--- config.mk ---
export PLATFORM = sky130hd
export DESIGN_NAME = rr_mux_arbiter4
export DESIGN_NICKNAME = d
export VERILOG_FILES = /design/src/rtl/rr_mux_arbiter4_pkg.sv /design/src/rtl/rr_mux_arbiter4_rr_pick4.sv /design/src/rtl/rr_mux_arbiter4.sv
export SDC_FILE = /design/constraint.sdc
export NUM_CORES = 1
export LEC_CHECK = 0
export ABC_CLOCK_PERIOD_IN_PS = 3100
export BUFFER_PORTS_ARGS = -buffer_cell sky130_fd_sc_hd__buf_2
export CAP_MARGIN = 20
export CORE_ASPECT_RATIO = 0.9
export CORE_MARGIN = 10
export CORE_UTILIZATION = 35
export DETAILED_ROUTE_END_ITERATION = 6
export GPL_TIMING_DRIVEN = 0
export PLACE_DENSITY = 0.51
export SLEW_MARGIN = 20
export SYNTH_ARGS = -nofsm -noshare
export SYNTH_HDL_FRONTEND = slang
export SYNTH_SLANG_ARGS = --single-unit
--- constraint.sdc ---
create_clock -name clk_in -period 3.1 [get_ports clk_in]
set_input_delay 0.62 -clock clk_in [delete_from_list [all_inputs] [get_ports clk_in]]
set_output_delay 0.62 -clock clk_in [all_outputs]
set_load 0.005 [all_outputs]
--- src/rtl/rr_mux_arbiter4_pkg.sv ---
// Shared constants and state encoding for the 4-way round-robin arbiter.
package rr_mux_arbiter4_pkg;

  localparam int N_REQ = 4;
  localparam int SEL_W = 2;

  typedef enum logic {
    ST_IDLE  = 1'b0,
    ST_GRANT = 1'b1
  } arb_state_t;

endpackage

--- src/rtl/rr_mux_arbiter4_rr_pick4.sv ---
// Combinational round-robin pick: first set req bit at or after ptr (mod 4),
// optionally skipping excl_idx.
module rr_pick4
  import rr_mux_arbiter4_pkg::*;
(
  input  logic [3:0] req,
  input  logic [1:0] ptr,
  input  logic       excl_en,
  input  logic [1:0] excl_idx,
  output logic       found,
  output logic [1:0] idx
);

  logic [SEL_W-1:0] cand;

  always_comb begin
    found = 1'b0;
    idx   = ptr;
    cand  = ptr;
    for (int k = 0; k < N_REQ; k++) begin
      cand = ptr + SEL_W'(k);
      if (!found && req[cand] && !(excl_en && (cand == excl_idx))) begin
        found = 1'b1;
        idx   = cand;
      end
    end
  end

endmodule

--- src/rtl/rr_mux_arbiter4.sv ---
// Round-robin arbiter for one shared 4-input datapath; drives mux select and one-hot grant.
// Optional hold-limit pre-emption is enabled by defining ARB_HOLD_LIMIT_EN.
module rr_mux_arbiter4
  import rr_mux_arbiter4_pkg::*;
#(
  parameter int         HOLD_MAX = 16,
  parameter int         CNT_W    = 5,
  parameter logic [1:0] SEL_PARK = 2'b00
) (
  input  logic             clk_in,
  input  logic             rst_n_in,
  input  logic [3:0]       req_in,
  output logic [3:0]       gnt_out,
  output logic [1:0]       sel_out,
  output logic             busy_out,
  output logic [CNT_W-1:0] hold_cnt_out
);

  localparam logic [CNT_W-1:0] HOLD_LIM = CNT_W'(HOLD_MAX);
  localparam logic [CNT_W-1:0] CNT_ONE  = CNT_W'(1);

  arb_state_t       state, state_nxt;
  logic [SEL_W-1:0] owner, owner_nxt;
  logic [SEL_W-1:0] rr_ptr, rr_ptr_nxt;
  logic [CNT_W-1:0] hold_cnt, hold_cnt_nxt;

  logic [3:0]       owner_mask;
  logic [SEL_W-1:0] pick_ptr;
  logic             pick_excl;
  logic             pick_found;
  logic [SEL_W-1:0] pick_idx;
  logic             preempt;

  assign owner_mask = 4'b0001 << owner;

  // While granted, the search starts just past the owner and skips it, so a
  // released or pre-empted owner is always lowest priority.
  assign pick_ptr  = (state == ST_GRANT) ? (owner + 2'd1) : rr_ptr;
  assign pick_excl = (state == ST_GRANT);

  rr_pick4 u_pick (
    .req      (req_in),
    .ptr      (pick_ptr),
    .excl_en  (pick_excl),
    .excl_idx (owner),
    .found    (pick_found),
    .idx      (pick_idx)
  );

`ifdef ARB_HOLD_LIMIT_EN
  assign preempt = (state == ST_GRANT) && (hold_cnt == HOLD_LIM) &&
                   ((req_in & ~owner_mask) != 4'b0000);
`else
  logic [CNT_W-1:0] hold_lim_unused;
  assign hold_lim_unused = HOLD_LIM;
  assign preempt = 1'b0;
`endif

  always_ff @(posedge clk_in or negedge rst_n_in) begin
    if (!rst_n_in) begin
      state    <= ST_IDLE;
      owner    <= '0;
      rr_ptr   <= '0;
      hold_cnt <= '0;
    end else begin
      state    <= state_nxt;
      owner    <= owner_nxt;
      rr_ptr   <= rr_ptr_nxt;
      hold_cnt <= hold_cnt_nxt;
    end
  end

  always_comb begin
    state_nxt    = state;
    owner_nxt    = owner;
    rr_ptr_nxt   = rr_ptr;
    hold_cnt_nxt = hold_cnt;
    unique case (state)
      ST_IDLE: begin
        if (pick_found) begin
          state_nxt    = ST_GRANT;
          owner_nxt    = pick_idx;
          hold_cnt_nxt = CNT_ONE;
        end
      end
      ST_GRANT: begin
        if (!req_in[owner] || preempt) begin
          rr_ptr_nxt = owner + 2'd1;
          if (pick_found) begin
            owner_nxt    = pick_idx;
            hold_cnt_nxt = CNT_ONE;
          end else begin
            state_nxt    = ST_IDLE;
            owner_nxt    = '0;
            hold_cnt_nxt = '0;
          end
        end else if (hold_cnt != {CNT_W{1'b1}}) begin
          hold_cnt_nxt = hold_cnt + CNT_ONE;
        end
      end
      default: begin
        state_nxt = ST_IDLE;
      end
    endcase
  end

  // Outputs decode registered state only, so they change solely on clock or reset.
  always_comb begin
    busy_out     = (state == ST_GRANT);
    gnt_out      = busy_out ? owner_mask : 4'b0000;
    sel_out      = busy_out ? owner : SEL_PARK;
    hold_cnt_out = hold_cnt;
  end

endmodule

==> qor.txt <==
cell chain of the critical path -> inv_1 > ha_1 > xor2_1 > mux2i_1 > mux2i_1 > o22ai_1 > or3_1 > a311o_1
Die Width -> 77.2 um
nets@finish -> 157
slowest CP cell -> dfrtp_1
ys async rst share -> 100%
top-area cell type share of the netlist area -> 24.3%
largest net degree at the start of global routing -> 11
flops & latches, synth -> 10
Max Fclk -> 0.345 GHz
Worst path max stage delay -> 0.56 ns
gr usage total -> 8.94%
CTS tree -> yes
worst slew pin tran -> 0.447 ns
# rows -> 18
Max Cap Viol -> 0
mux contribution to synthesized area -> 11.2%
P&R area growth vs syn -> 17.0%
status -> finished clean
Routed Wire Length -> 2610 um
combinational family with the most area after synthesis -> simple AND/OR/NAND/NOR gates
Rel. slew slack -> 69.3%
Post-Synth Simple-Gate Area -> 25.6%
Die Ht -> 71.5 um
wire length of the first global-routing pass -> 4140 um
number of synthesized flops with an enable pin -> 0
Leak Pwr -> 0.559 nW
kind of critical path -> flop to flop
worst hold path class -> input port to asynchronous set/reset pin
crit path launch type -> flop
# placed instances -> 181
clk_lat worst skew -> 0.26 ns
final period utilization -> 93.5%
post-synthesis cell type count -> 43
Setup Buffers After CTS -> 0
Ports -> 18
register area -> 250 um^2
WP data required -> 3.25 ns
top cells by area, synth -> dfrtp_1, ha_1, mux2i_1, o21ai_0, and2_1
Core Area -> 2790 um^2
Starting DRT DRC Count -> 28
Mapped Area -> 1030 um^2
Finished Layout Cells -> 184
CTS root buf -> clkbuf_4
cells after synthesis -> 125
Worst R2R Setup Slack -> 0.20 ns
Seq/Total Area, Yosys -> 24.3%
maximum vdd ir drop -> 0.439 mV
multi-input logic area -> 728 um^2
Syn Area/Cell -> 8.24 um^2
xor/xnor share of the synthesized area -> 4.25%
grt ovf -> 0
worst-path fanout max -> 8
Crit. End Element -> flop
via count -> 994
initial core utilization -> 36.9%
TritonRoute pass-1 iters -> 4
Final HPWL DP -> 2070 um
RePlAce Congestion -> 0.857
Port Buf Inserts -> 16
post-layout min period -> 2.90 ns
vias in the first global route -> 860
Most used DFF post-synth -> dfrtp_1
layout cells sized above 1 -> 20.1%
Filler cells -> 309
RSZ-0062 raised after global routing -> no
compound-cell area share of the yosys netlist -> 21.1%
Num CTS Buffers -> 3
Adder-Cell Fraction of Synth Area -> 7.29%
DR DRC count -> 0
clock buffer depth -> 2
critical path data arrival time -> 3.04 ns
Routed wire per std cell -> 14.2 um
setup_tns -> 0 ns
antenna fix cells -> 0
Crit path top cell by count -> mux2i_1
Setup-failing EPs final -> 0
clk_skew -> 0.00256 ns
Sinks on Clock Net -> 10
Yosys Warn Count -> 0
initial antenna violation count -> 0
CTS clk-pin slew, worst paths -> 0.06 ns
Power Density -> 1280 nW/um^2
post-synth net total -> 137
Pins Over Slew Limit -> 0
cell taking the most area after synthesis -> dfrtp_1
Final ANT Viol Nets -> 0
Die Area -> 5510 um^2
Hold Fails Final Rpt -> 0
htree depth -> 1
Via density -> 5.40
synth_stat cells (2+ instances only):
cell type and instances:
a21oi_1 5, o22ai_1 2, nand2b_1 3, or3_1 2
buf_6 2, mux2i_1 7, ha_1 6, or4_1 2
nor4_1 2, o311ai_0 2, and3_1 2, mux2_2 2
and2_1 7, xnor2_1 4, nor3_1 7, a221oi_1 2
a22o_1 2, inv_1 7, nor2_1 10, nor2b_1 2
clkbuf_1 2, o21ai_0 9, nand2_1 6, dfrtp_1 10
a211oi_1 2
power by group:
| part | leakage [nW] | switching [W] | internal, W |
|---|---|---|---|
| clock network | 0.0210 | 0.0000429 | 0.0000713 |
| logic | 0.417 | 0.000623 | 0.000530 |
| registers | 0.121 | 0.0000927 | 0.000188 |
flip-flops by register name, summed over array words and instances, names as in the netlist:
signal / flops
owner: 2
busy_out: 1
hold_cnt_out: 5
rr_ptr: 2
logic make-up (layout without fill, tap and decap cells):
family | after synthesis | after routing
buffers and inverters | 13 | 32
AO/OA/AOI/OAI | 32 | 32
multiplexers | 10 | 10
XOR/XNOR | 5 | 5
AND/OR/NAND/NOR | 49 | 49
adder cells (fa/ha/maj) | 6 | 6
flip-flops | 10 | 10
through the flow:
stage | area [um^2] | total power, W | worst slack, ns | util [%] | hold slack, ns
CTS | 1200 | 0.00154 | 0.0883 | 43.0 | 0.203
floorplan | 1030 | 0.00113 | 0.468 | - | 0.324
global route | 1200 | 0.00170 | 0.0673 | 43.1 | 0.196
detailed placement | 1160 | 0.00141 | 0.0177 | 41.5 | 0.487
global placement | 1160 | 0.00141 | -0.0285 | 41.5 | 0.485
finish | 1200 | 0.00155 | 0.203 | 43.1 | 0.198
repair_timing:
item / in CTS / in global routing
resized for setup: 1 / 1
hold buffers: 0 / 0
setup endpoints to repair: 2 / 6
layout by cell type, fill, tap and decap left out, drive strengths merged, types with 2 or more instances in the layout:
cell type  synthesis  layout
a211oi             2       2
a21oi              5       5
a221oi             2       2
a22o               2       2
and2               8       8
and3               3       3
buf                3      19
clkbuf             2       5
dfrtp             10      10
ha                 6       6
inv                7       7
mux2               2       2
mux2i              7       7
nand2              6       6
nand2b             3       3
nor2              10      10
nor2b              2       2
nor3               7       7
nor4               2       2
o21ai              9       9
o22ai              2       2
o311ai             2       2
or3                2       2
or4                2       2
xnor2              4       4
cell type report:
type / count / area share [%]
plain buffers: 4 / 2.49
well taps: 40 / 4.15
clock buffers: 4 / 3.01
flip-flops and latches: 10 / 20.8
inverters: 8 / 2.49
repair buffers: 16 / 6.65
multi-input cells: 102 / 60.4
worst max-delay path, delay by kind of cell (launching register included):
family                     cells  cell delay [ns]
xor gates and xnor gates       1             0.17
muxes                          2             0.52
and+or+nand+nor                1             0.41
adders and majority gates      1             0.41
DFF                            1             0.56
AOI/OAI and AO/OA              2             0.54
buffers and inverters          1             0.18
worst paths after layout:
path,startpoint,cells after the start,to
min in group clk_in,hold_cnt_out[3],1,hold_cnt_out[3]
worst max register to register,owner[0],8,owner[0]
worst min-delay path,rst_n_in,1,hold_cnt_out[3]
worst min register to register,hold_cnt_out[3],1,hold_cnt_out[3]
worst max-delay path,owner[0],8,owner[0]
max in group asynchronous,rst_n_in,1,hold_cnt_out[4]
metal layers:
layer | wire, um | global-route usage, % | vias up
li1 | - | - | 500
met1 | 1290 | 11.8 | 474
met2 | 1170 | 13.5 | 18
met3 | 128 | 3.12 | 2
met4 | 22 | 2.43 | 0
met5 | 0 | 0 | -
(Power assumes the default switching activity.)
